--- config.mk ---
export PLATFORM = sky130hd
export DESIGN_NAME = instr_fetch_unit
export DESIGN_NICKNAME = d
export VERILOG_FILES = /design/src/rtl/instr_fetch_unit.sv
export SDC_FILE = /design/constraint.sdc
export NUM_CORES = 1
export LEC_CHECK = 0
export CORE_MARGIN = 2
export CORE_UTILIZATION = 45
export CTS_CLUSTER_SIZE = 16
export DETAILED_ROUTE_END_ITERATION = 16
export PLACE_DENSITY = 0.8
export SYNTH_ARGS = -nofsm -noshare
export SYNTH_HDL_FRONTEND = slang
export SYNTH_SLANG_ARGS = --single-unit
--- constraint.sdc ---
create_clock -name clk -period 2.4 [get_ports clk]
set_input_delay 0.36 -clock clk [delete_from_list [all_inputs] [get_ports clk]]
set_output_delay 0.36 -clock clk [all_outputs]
set_load 0.1 [all_outputs]
--- src/rtl/instr_fetch_unit.sv ---
// Instruction fetch stage: owns the PC, fetches 32-bit words from instruction
// memory over req/ack, and hands each word plus its PC to decode over
// valid/ready. Handles redirects (including one that lands while a request is
// in flight), memory timeouts and misaligned redirect targets.
`timescale 1ns/1ps

module instr_fetch_unit #(
    parameter logic [31:0] RESET_PC = 32'h0000_0000,
    parameter int unsigned TIMEOUT  = 255
) (
    input  logic        clk,
    input  logic        rst_n,
    output logic        imem_req,
    output logic [31:0] imem_addr,
    input  logic        imem_ack,
    input  logic [31:0] imem_rdata,
    output logic        instr_valid,
    input  logic        instr_ready,
    output logic [31:0] instr,
    output logic [31:0] instr_pc,
    output logic [31:0] instr_pc_plus4,
    input  logic        redirect_valid,
    input  logic [31:0] redirect_pc,
    output logic        fault,
    output logic        fault_cause
);

    typedef enum logic [1:0] {BOOT, FETCH, HOLD, FAULT} state_t;

    // Last wait-counter value before a timeout is declared.
    localparam logic [15:0] WAIT_LAST = 16'(TIMEOUT - 1);

    state_t      state_q, state_d;
    logic [31:0] pc_q, pc_d;
    logic        kill_q, kill_d;      // in-flight request must be discarded
    logic [31:0] tgt_q, tgt_d;        // where to fetch once the killed ack returns
    logic [15:0] wait_q, wait_d;
    logic        fault_q, fault_d;
    logic        cause_q, cause_d;
    logic [31:0] instr_q, instr_d;
    logic [31:0] ipc_q, ipc_d;

    logic redir_ok;
    logic redir_bad;

    assign redir_ok  = redirect_valid && (redirect_pc[1:0] == 2'b00);
    assign redir_bad = redirect_valid && (redirect_pc[1:0] != 2'b00);

    // Outputs are decoded from registered state only.
    assign imem_req       = (state_q == FETCH);
    assign imem_addr      = pc_q;
    assign instr_valid    = (state_q == HOLD);
    assign instr          = instr_q;
    assign instr_pc       = ipc_q;
    assign instr_pc_plus4 = ipc_q + 32'd4;
    assign fault          = fault_q;
    assign fault_cause    = cause_q;

    // Next-state logic; a misaligned redirect overrides everything else.
    always_comb begin
        state_d = state_q;
        pc_d    = pc_q;
        kill_d  = kill_q;
        tgt_d   = tgt_q;
        wait_d  = wait_q;
        fault_d = fault_q;
        cause_d = cause_q;
        instr_d = instr_q;
        ipc_d   = ipc_q;

        case (state_q)
            BOOT: begin
                if (redir_ok) pc_d = redirect_pc;
                state_d = FETCH;
                wait_d  = '0;
            end
            FETCH: begin
                if (imem_ack) begin
                    wait_d = '0;
                    if (kill_q || redir_ok) begin
                        // Stale word: drop it and re-issue at the newest target.
                        pc_d   = redir_ok ? redirect_pc : tgt_q;
                        kill_d = 1'b0;
                    end else begin
                        instr_d = imem_rdata;
                        ipc_d   = pc_q;
                        state_d = HOLD;
                    end
                end else begin
                    // Address stays put until the ack; remember the redirect.
                    if (redir_ok) begin
                        kill_d = 1'b1;
                        tgt_d  = redirect_pc;
                    end
                    if (wait_q == WAIT_LAST) begin
                        state_d = FAULT;
                        fault_d = 1'b1;
                        cause_d = 1'b0;
                        kill_d  = 1'b0;
                        wait_d  = '0;
                    end else begin
                        wait_d = wait_q + 16'd1;
                    end
                end
            end
            HOLD: begin
                // A redirect wins over the sequential pc+4, even on a handshake.
                if (redir_ok) begin
                    pc_d    = redirect_pc;
                    state_d = FETCH;
                    wait_d  = '0;
                end else if (instr_ready) begin
                    pc_d    = pc_q + 32'd4;
                    state_d = FETCH;
                    wait_d  = '0;
                end
            end
            FAULT: begin
                if (redir_ok) begin
                    pc_d    = redirect_pc;
                    state_d = FETCH;
                    fault_d = 1'b0;
                    cause_d = 1'b0;
                    wait_d  = '0;
                end
            end
            default: state_d = BOOT;
        endcase

        if (redir_bad) begin
            state_d = FAULT;
            fault_d = 1'b1;
            cause_d = 1'b1;
            kill_d  = 1'b0;
            wait_d  = '0;
        end
    end

    // State registers with asynchronous active-low reset.
    always_ff @(posedge clk or negedge rst_n) begin
        if (!rst_n) begin
            state_q <= BOOT;
            pc_q    <= RESET_PC;
            kill_q  <= 1'b0;
            tgt_q   <= '0;
            wait_q  <= '0;
            fault_q <= 1'b0;
            cause_q <= 1'b0;
            instr_q <= '0;
            ipc_q   <= '0;
        end else begin
            state_q <= state_d;
            pc_q    <= pc_d;
            kill_q  <= kill_d;
            tgt_q   <= tgt_d;
            wait_q  <= wait_d;
            fault_q <= fault_d;
            cause_q <= cause_d;
            instr_q <= instr_d;
            ipc_q   <= ipc_d;
        end
    end

endmodule

== Word-level counts from Yosys, hierarchy flattened ==
Cells that the tools add are included.

* $add $sub $neg: 3
* Equal/unequal tests: 15
* Muxes and demuxes: 37
* Bitwise gates (word level): 2
* Reduce and logical (&&, ||, !) cells: 17

{| class="wikitable"
|+ Operator list
! kind !! count
|-
| two-way mux 32 bit || 6
|-
| two-way mux 16 bit || 6
|-
| case mux 32 bit (3 select lines) || 1
|-
| adder 32 x 3 -> 32 bit, second input constant || 2
|-
| case mux 16 bit (4 select lines) || 1
|-
| adder 16 x 1 -> 16 bit, second input constant || 1
|-
| == test 16 x 8 -> 1 bit, second input constant || 1
|-
| two-way mux 2 bit || 7
|-
| two-way mux 1 bit || 13
|-
| AND reduction 4 bit || 3
|-
| != test 3 x 1 -> 1 bit, second input constant || 3
|-
| != test 4 x 1 -> 1 bit, second input constant || 2
|-
| case mux 2 bit (4 select lines) || 1
|-
| != test 2 x 1 -> 1 bit, second input constant || 3
|-
| AND reduction 3 bit || 2
|-
| == test 2 bit, second input constant || 2
|-
| logical NOT 2 bit || 2
|-
| != test 4 bit, second input constant || 1
|-
| case mux 1 bit (2 select lines) || 2
|-
| AND reduction 2 bit || 2
|-
| nonzero test 2 bit || 2
|-
| nonzero test 4 bit || 1
|-
| != test 3 x 2 -> 1 bit, second input constant || 1
|-
| != test 3 bit, second input constant || 1
|-
| 6 further kinds || 8
|}

* Flip-flop bits (word level): 149
* Input port bits: 69
* Output and inout bits: 132
* Logic and storage cells: 83

== Longest topological paths before layout ==
* Word-level depth: 7
* Mapped depth: 9
* Gate-level depth less buffers: 7

== Worst setup path after synthesis ==
No wires, ideal clock.

* Path kind: flip-flop to output port
* Start point: register ipc_q[9] (netlist: instr_pc[9])
* End point: output instr_pc_plus4[31]
* Arrival time: 3.618 ns
* Required time: 2.040 ns
* Path slack: -1.578 ns
* Stages on the path, launching flop included: 7
* Cells stage by stage: dfrtp_1 and4_1 and4_1 clkbuf_1 nand3_1 nor3_1 xor2_1

* Longest elaborated chain between the ends: 1

{| class="wikitable"
|+ RTL lines
! element !! line !! text
|-
| start, declared || 41 || <nowiki>logic [31:0] ipc_q, ipc_d;</nowiki>
|-
| start signal, assigned || 160 || <nowiki>ipc_q <= ipc_d;</nowiki>
|-
| adder 32 x 3 -> 32 bit || 55 || <nowiki>assign instr_pc_plus4 = ipc_q + 32'd4;</nowiki>
|-
| end, declared || 21 || <nowiki>output logic [31:0] instr_pc_plus4,</nowiki>
|}

Every way passes these cells.

== Final worst setup path ==
* Start point: register ipc_q[11] (netlist: instr_pc[11])
* End point: output instr_pc_plus4[20]

The elaborated chain is that of the path after synthesis.

==> reports/qor.txt <==
final-report setup violation count -> 8
Iter 0 DRT Violations -> 518
fin. max-slew vios -> 0
global-route wire length before repair -> 38200 um
Post-synth EDFFs -> 0
Via density -> 5.84
HP Class -> in -> async
Synth Cell Area -> 0.00803 mm^2
CP max stage delay -> 400 ps
Util after Layout -> 70.8%
top cells by area, synth -> dfrtp_1 (46%), mux2_2 (14%), nand2_1 (4.4%)
R2R Path Start -> imem_addr[2]
Starting Density -> 46.2%
Synth Instances -> 776
Yosys warning count -> 0
vias in the first global route -> 7435
die height -> 138 um
initial antenna violation count -> 1
RSZ-0062 raised after global routing -> true
core region area -> 0.0174 mm^2
synthesized flop and latch total -> 149
routability cong. -> 0.900
Worst Path Max Fanout -> 9
max-cap viol count -> 0
Final min period -> 2450 ps
data arrival time of the worst path -> 2090 ps
register area share after synthesis -> 46.5%
RR Endpoint -> imem_addr[19]
clk_skew -> 8.37 ps
drt wl/cell -> 18.9 um
relative slew slack -> 58.1%
CP required -> 2040 ps
grt ovf -> 0
Post-synth top flop -> dfrtp_1
Post-Route WL -> 24000 um
hpwl dp -> 17400 um
Die W -> 138 um
row cnt -> 48
most numerous cell in the Yosys netlist -> dfrtp_1
DR DRC count -> 0
drt first pass iters -> 5
worst r2r path cells -> 5
Setup crit start kind -> register
Synth top cells by count -> dfrtp_1 (149), mux2_2 (99), nand2_1 (94)
Root Driver -> clkbuf_16
dpl cells -> 1221
clock buffer depth -> 2
worst skew pair latency -> 430 ps
Fmax achieved -> 407 MHz
slowest CP cell -> dfrtp_4
slack of the critical path -> -54.3 ps
I/O Buffers -> 200
nets -> 1106
measured slew at the worst slew-check pin -> 623 ps
cts bufs inserted -> 17
H-tree depth -> 4
post-route ant nets -> 0
CP cell instances -> and4_4, and4_4, buf_12, nand4_1, xnor2_4, buf_12
Tcrit/Tclk final -> 102%
largest net degree at the start of global routing -> 44
status -> complete, but fails checks
CTS tree -> done
All-Layer GR Usage -> 26.0%
ys async rst share -> 100%
share of the synthesized area in the top cell type -> 46.5%
critical path capture point -> instr_pc_plus4[20]
Synth cell types -> 62
cell taking the most area after synthesis -> dfrtp_1
Synth Area per Inst -> 10.3 um^2
Via Count -> 7405
crit path capture type -> output port
failing checks -> setup timing
layout cells sized above 1 -> 44.6%
post-route insts no fill -> 1269
Layout area overhead -> 53.2%
Crit. Startpoint -> instr_pc[11]
clock-pin slew of the registers on the worst-case setup and hold paths -> 60 ps
syn nets -> 852
CTS sink cnt -> 149
Fin Setup TNS -> -285 ps
R2R Setup Slk -> 140 ps
Crit Path Category -> reg -> out
die area -> 0.0189 mm^2
final hold violation count -> 0
Ports -> 201
-- cells in the final DEF (no fill, tap or decap), drive strengths merged, types with 6 or more instances in the layout --
cell type / synthesis / final
nand4: 18 / 18
nand3: 42 / 42
nor3: 10 / 10
o211ai: 11 / 11
clkbuf: 29 / 19
clkinv: 1 / 7
nand2b: 6 / 6
ha: 7 / 7
xor2: 8 / 8
xnor2: 37 / 37
nor2: 32 / 32
o21a: 7 / 7
and4: 10 / 10
a21oi: 25 / 25
o21ai: 34 / 34
o31ai: 8 / 8
buf: 22 / 218
mux2: 99 / 99
a32o: 9 / 9
a21o: 6 / 6
and3: 8 / 8
nor4: 14 / 14
nand2: 94 / 94
dfrtp: 149 / 149
clkdlybuf4s50: 0 / 67
inv: 9 / 10
-- final cells by class --
cell class / instances / area [um^2]
Fill cell: 1278 / 5060
Multi-Input combinational cell: 566 / 4730
Sequential cell: 149 / 3850
Timing Repair Buffer: 286 / 2780
Clock buffer: 19 / 453
Tap cell: 225 / 282
Clock inverter: 13 / 155
Inverter: 10 / 37.5
Antenna cell: 1 / 2.50
-- cells by family after synthesis --
group | share of synthesized area (%)
xor+xnor | 4.91
flops | 46.5
compound gates | 13.8
fa+ha+maj | 1.09
mux | 14.1
simple gates | 16.4
buf+inv | 3.20
-- repair_timing --
item / in CTS / in global routing
hold buffers: 1 / 0
buffers inserted: 11 / 3
pin swaps: 17 / 8
endpoints found under the hold margin: 34 / 0
resized for setup: 16 / 3
setup endpoints to repair: 22 / 19
-- how the worst min path moves through the flow --
stage                from        end  slack [ps]  cells past startpoint
finish              rst_n  instr[23]         420                      2
global route        rst_n  instr[21]         450                      2
CTS                 rst_n  instr[21]         420                      2
detailed placement  rst_n  instr[21]         300                      1
global placement    rst_n  instr[21]         290                      1
floorplan           rst_n      fault          60                      0
-- state kept, by name (all words and copies together) (netlist names) --
signal       count
instr_pc        32
fault            1
wait_q          16
instr           32
tgt_q           32
fault_cause      1
state_q          2
imem_addr       32
kill_q           1
-- metal layers --
metal	wire, um	share of wire (%)	global-route usage [%]
met5	0	0	0
met4	590	2.5	9.97
met3	2110	8.8	5.67
met2	11700	49	43.2
met1	9580	40	33.2
-- per-stage QoR --
stage               setup slack [ps]  hold slack (ps)  area (um^2)
CTS                            -99.6              416        12300
global route                    -117              451        12300
detailed placement              -157              297        11500
finish                         -54.3              420        12300
floorplan                       -322             64.4         8840
global placement               -85.1              293        11500
-- worst max-delay path, delay by kind of cell, from the launching register on --
| family | cells | cell delay [ps] |
|---|---|---|
| xor+xnor | 1 | 240 |
| simple gates | 3 | 690 |
| buf+inv | 2 | 340 |
| flops | 1 | 400 |
Power is left out: the tool's default activity adds up to more than one toggle a clock period on the data nets, which glitch-free logic cannot reach.
